===== src/rtl/noc_pkg.sv =====
// Shared types and width helpers for the NoC packetizer and its credit counter.
package noc_pkg;

  typedef enum logic {
    IDLE = 1'b0,
    SEND = 1'b1
  } pkt_state_e;

  // Width needed to hold a credit count in the range 0..depth.
  function automatic int credit_width(input int depth);
    return (depth < 1) ? 1 : $clog2(depth + 1);
  endfunction

endpackage


===== src/rtl/noc_credit_counter.sv =====
// Tracks free slots in the downstream router buffer; saturates and flags
// a sticky error when more credits come back than the buffer can hold.
module noc_credit_counter
  import noc_pkg::*;
#(
  parameter  int DEPTH = 2,
  localparam int CW    = credit_width(DEPTH)
) (
  input  logic          clk,
  input  logic          rst_n,
  input  logic          consume,
  input  logic          credit_in,
  output logic [CW-1:0] count,
  output logic          available,
  output logic          overflow
);

  localparam logic [CW:0] DEPTH_EXT = (CW + 1)'(DEPTH);

  logic [CW-1:0] count_reg, count_next;
  logic          err_reg, err_next;
  logic [CW:0]   sum;
  logic          use_credit;

  always_comb begin
    use_credit = consume && (count_reg != '0);
    // One extra bit so a returned credit at full count is visible as overflow.
    sum        = {1'b0, count_reg} - {{CW{1'b0}}, use_credit} + {{CW{1'b0}}, credit_in};
    count_next = sum[CW-1:0];
    err_next   = err_reg;
    if (sum > DEPTH_EXT) begin
      count_next = DEPTH_EXT[CW-1:0];
      err_next   = 1'b1;
    end
  end

  always_ff @(posedge clk) begin
    if (!rst_n) begin
      count_reg <= DEPTH_EXT[CW-1:0];
      err_reg   <= 1'b0;
    end else begin
      count_reg <= count_next;
      err_reg   <= err_next;
    end
  end

  assign count     = count_reg;
  assign available = (count_reg != '0);
  assign overflow  = err_reg;

endmodule


===== src/rtl/noc_packetizer.sv =====
// Splits an offered packet into flits for a router local port, pacing
// emission with credit-based flow control from the router input buffer.
module noc_packetizer
  import noc_pkg::*;
#(
  parameter  int DEST_WIDTH        = 4,
  parameter  int FLIT_WIDTH        = 256,
  parameter  int FLIT_BUFFER_DEPTH = 2,
  parameter  int MAX_FLITS         = 4,
  localparam int LEN_WIDTH         = $clog2(MAX_FLITS + 1),
  localparam int CW                = credit_width(FLIT_BUFFER_DEPTH)
) (
  input  logic                            clk,
  input  logic                            rst_n,
  input  logic [MAX_FLITS*FLIT_WIDTH-1:0] pkt_data,
  input  logic [DEST_WIDTH-1:0]           pkt_dest,
  input  logic [LEN_WIDTH-1:0]            pkt_len,
  input  logic                            pkt_valid,
  output logic                            pkt_ready,
  output logic [FLIT_WIDTH-1:0]           data_out,
  output logic [DEST_WIDTH-1:0]           dest_out,
  output logic                            is_tail_out,
  output logic                            send_out,
  input  logic                            credit_in,
  output logic                            credit_err
);

  localparam int                   IDX_W   = (MAX_FLITS > 1) ? $clog2(MAX_FLITS) : 1;
  localparam logic [LEN_WIDTH-1:0] MAX_LEN = LEN_WIDTH'(MAX_FLITS);

  pkt_state_e             state_reg, state_next;
  logic [LEN_WIDTH-1:0]   flit_idx_reg, flit_idx_next;
  logic [LEN_WIDTH-1:0]   len_reg;
  logic [DEST_WIDTH-1:0]  dest_reg;
  logic [LEN_WIDTH-1:0]   len_eff;
  logic [IDX_W-1:0]       idx_sel;
  logic [FLIT_WIDTH-1:0]  flit_view [MAX_FLITS];
  logic                   accept, capture, tail_now;
  logic [CW-1:0]          credit_cnt;
  logic                   credit_avail;

  noc_credit_counter #(
    .DEPTH(FLIT_BUFFER_DEPTH)
  ) u_credit (
    .clk      (clk),
    .rst_n    (rst_n),
    .consume  (send_out),
    .credit_in(credit_in),
    .count    (credit_cnt),
    .available(credit_avail),
    .overflow (credit_err)
  );

  assign len_eff     = (pkt_len > MAX_LEN) ? MAX_LEN : pkt_len;
  assign send_out    = (state_reg == SEND) && credit_avail;
  assign tail_now    = (flit_idx_reg == (len_reg - LEN_WIDTH'(1)));
  assign is_tail_out = send_out && tail_now;
  assign pkt_ready   = (state_reg == IDLE) || is_tail_out;
  assign accept      = pkt_valid && pkt_ready;
  // Zero-length packets are consumed without touching any captured state.
  assign capture     = accept && (len_eff != '0);

  always_comb begin
    state_next    = state_reg;
    flit_idx_next = flit_idx_reg;
    case (state_reg)
      IDLE: begin
        if (capture) begin
          state_next    = SEND;
          flit_idx_next = '0;
        end
      end
      SEND: begin
        if (send_out) begin
          if (tail_now) begin
            // Index stays on the tail flit so data_out holds while idle.
            state_next = capture ? SEND : IDLE;
            if (capture) begin
              flit_idx_next = '0;
            end
          end else begin
            flit_idx_next = flit_idx_reg + LEN_WIDTH'(1);
          end
        end
      end
      default: state_next = IDLE;
    endcase
  end

  always_ff @(posedge clk) begin
    if (!rst_n) begin
      state_reg    <= IDLE;
      flit_idx_reg <= '0;
      len_reg      <= '0;
      dest_reg     <= '0;
    end else begin
      state_reg    <= state_next;
      flit_idx_reg <= flit_idx_next;
      if (capture) begin
        len_reg  <= len_eff;
        dest_reg <= pkt_dest;
      end
    end
  end

  generate
    for (genvar gi = 0; gi < MAX_FLITS; gi++) begin : g_flit
      logic [FLIT_WIDTH-1:0] flit_reg;

      always_ff @(posedge clk) begin
        if (!rst_n) begin
          flit_reg <= '0;
        end else if (capture) begin
          flit_reg <= pkt_data[gi*FLIT_WIDTH +: FLIT_WIDTH];
        end
      end

      assign flit_view[gi] = flit_reg;
    end
  endgenerate

  assign idx_sel  = flit_idx_reg[IDX_W-1:0];
  assign data_out = flit_view[idx_sel];
  assign dest_out = dest_reg;

  a_credit_view : assert property (@(posedge clk) disable iff (!rst_n)
    credit_avail == (credit_cnt != '0));

endmodule


===== config.mk =====
export PLATFORM = sky130hd
export DESIGN_NAME = noc_packetizer
export DESIGN_NICKNAME = d
export VERILOG_FILES = /design/src/rtl/noc_pkg.sv /design/src/rtl/noc_credit_counter.sv /design/src/rtl/noc_packetizer.sv
export SDC_FILE = /design/constraint.sdc
export NUM_CORES = 2
export LEC_CHECK = 0
export CORE_AREA = 2 2 511 513
export DETAILED_ROUTE_END_ITERATION = 6
export DIE_AREA = 0 0 513 515
export PLACE_DENSITY = 0.45
export SYNTH_ARGS = -nofsm -noshare
export SYNTH_HDL_FRONTEND = slang
export SYNTH_SLANG_ARGS = --single-unit

===== constraint.sdc =====
create_clock -name clk -period 4.9 [get_ports clk]
set_clock_uncertainty 0.15 [all_clocks]
set_input_delay 0.49 -clock clk [delete_from_list [all_inputs] [get_ports clk]]
set_output_delay 0.49 -clock clk [all_outputs]
set_load 0.005 [all_outputs]

==> results.toml <==
[status]
status = "completed"

[drt]
drt_iter0_drc = 2578
routed_wl_mm = 212
drc = 0
wire_per_inst_um = 22.3
viasPerCell = 4.09
drtPass1Iterations = 6
ant_nets = 0
vias = 38846

[sta]
max_slew_margin = 0.224
max_freq_ghz = 0.246
hold_viol = 0
fin_crit_sh = 0.831
rsz0062_at_grt = "false"
worst_slack_ns = 0.829
hold_ws_ns = 0.112
setup_viol = 0
tightest_slew_ns = 1.15
slew_viol_final = 0
finalSetupTns_ns = 0
fin_crit_ns = 4.07

[placed_design]
numPortBuffers = 1298
dp_hpwl_mm = 162
postPlaceCellArea_um2 = 63300
pre_cts_slack_ns = 1.39
globalplace.congestion = 0.872

[clock_network]
cts_tree = "done"
numClockSinks = 1038
numCtsBuffers = 135
path_clk_slew_ns = 0.06
cts_setup_buffers = 0
cts-root-buf = "clkbuf_16"
htreeDepth = 4
clk_latency_ns = 0.77
cts_buffer_depth = 3

[grt]
grt_pass1_vias = 39477
grt_pass1_wl_mm = 296
grt.overflow.total = 0
grt_use_total = 0.154
antenna_found_initial = 115
grt_max_degree = 174

[setup_path]
crit-reg2reg-launch = "flit_idx_reg[1]"
r2r_setup_slack_ns = 1.55
crit_arrival_ns = 3.43
critPathKind = "reg2out"
cp-start-kind = "flop"
worst_ep_required_time_ns = 4.26
endpoint_kind = "output pin"
ff2ff_path_depth = 6
cp-startpoint = "flit_idx_reg[1]"
critPathMaxFanout = 22
reg2reg_to = "g_flit[1].flit_reg[130]"

[min_path]
hold_depth = 3
hp-start = "pkt_data[502]"
min_path_type = "in2reg"
hold_end = "g_flit[1].flit_reg[246]"

[die]
rows = 187
initial_core_util = 0.182
die_h_um = 515
design.core.area_um2 = 259000
pin_count = 1299
die_w_um = 513
die_area_um2 = 264000

[layout]
multi_input_area_um2 = 24200
drive_gt1_frac = 0.0921
largest_register_ffs = 1024
nets = 6993
fin_area_um2 = 67900
regArea_um2 = 20800
nFillCells = 27352
syn_to_final_growth_pct = 44.1

[pwr]
switching_share = 0.275
p_leak_nw = 25.5
clkPwrFrac = 0.426
pwr-share-comb = 0.176
p_seq_frac = 0.398
intPower_w = 0.0172
ir_worst_vdd_uv = 319
power.density_nw_per_um2 = 350
p_switching_w = 0.00655

[synth]
ys.warnings.count = 0
synth_enable_flop_cells = 0
syn_area_um2 = 47100
synth_area_leaders = "dfxtp_1 44%, mux2i_1 22%, nand2_1 16%, mux4_2 12%, clkbuf_1 2.0%"
ys_seq_area_frac = 0.441
yosys.area.top_type = "dfxtp_1"
syn-num-nets = 5878
syn_inst = 4838
synth.avg_cell_area_um2 = 9.74
post-synth-top-count-cell = "nand2_1"
synth-seq-cells = 1038
async_flop_share = 0
ys.flop_type = "dfxtp_1"
netlist.area_leader.share = 0.441
yosys.cell_types.count = 35
synth.top_cells.by_count = "2063 x nand2_1, 1038 x dfxtp_1, 1031 x mux2i_1"

[run]
timing.max_cap.violations = 0
-- power groups by stage --
stage	clock network, W	logic (W)	registers (W)
after global placement	0	0.00422	0.00963
after detailed placement	0	0.00424	0.00965
final	0.0101	0.00418	0.00946
after floorplan	0	0.00221	0.00940
after global routing	0.0108	0.00450	0.00953
after CTS	0.0105	0.00427	0.00947
-- layout by cell type (no fill, tap or decap), drive strengths merged, types with 3 or more instances in the layout --
master,synthesis,layout
clkinvlp,0,6
ha,4,4
o21ai,3,3
clkinv,0,33
clkbuf,256,198
inv,6,9
clkdlybuf4s50,0,1297
xnor2,3,3
nor2,3,3
mux4,256,256
dfxtp,1038,1038
buf,149,84
bufinv,0,4
diode,0,27
mux2i,1031,1031
nand2,2063,2063
-- layer usage --
| metal | GRT usage | up-vias | wire [µm] |
|---|---|---|---|
| li1 | - | 18500 | - |
| met3 | 0.0647 | 341 | 21000 |
| met1 | 0.195 | 18508 | 91700 |
| met4 | 0.0408 | 106 | 5070 |
| met2 | 0.240 | 1391 | 93000 |
| met5 | 0 | - | 664 |
-- metrics by stage --
step	util	total power [W]	instances
after floorplan	-	0.0116	4838
after global placement	0.245	0.0139	9216
after detailed placement	0.245	0.0139	9216
after CTS	0.262	0.0243	9462
after global routing	0.262	0.0249	9467
final	0.263	0.0238	9489
-- worst max-delay path, stage by stage (launching register included) --
cell and delay (ns):
dfxtp_4 0.74, xnor2_1 0.21, or3_1 0.51, o21ai_0 0.32, clkdlybuf4s50_1 0.86
-- worst max path at each step --
stage               slack (ns)                       to
floorplan                 2.32            data_out[100]
global placement          1.39  g_flit[0].flit_reg[124]
detailed placement        1.39  g_flit[2].flit_reg[118]
CTS                       0.55                pkt_ready
global route              0.45                pkt_ready
finish                    0.83                pkt_ready
-- cell families (layout without fill, tap and decap cells) --
logic type | count (synthesis) | count (layout) | synth area share
and+or+nand+nor | 2078 | 2078 | 0.166
muxes | 1287 | 1287 | 0.341
DFF | 1038 | 1038 | 0.441
buffers and inverters | 411 | 1633 | 0.0467
AOI/OAI and AO/OA | 15 | 15 | 0.00228
adders and majority gates | 5 | 5 | 0.00149
xor gates and xnor gates | 4 | 4 | 0.00106
other | 0 | 27 | 0
-- area by class of cell --
cell class              instances  share of cell area
inverters                       6            0.000332
multi-input cells            3389               0.356
clock buffers                 198              0.0588
clock inverters                46             0.00770
repair buffers               1383               0.207
well taps                    3402              0.0627
flip-flops and latches       1038               0.306
diodes                         27            0.000995
-- repair_timing --
| action | 4_1_cts | 5_1_grt |
|---|---|---|
| gates resized for setup | 0 | 0 |
| endpoints found under the setup margin | 0 | 0 |
| endpoints found under the hold margin | 2 | 0 |
| hold buffers | 2 | 0 |
(Power assumes the default switching activity.)
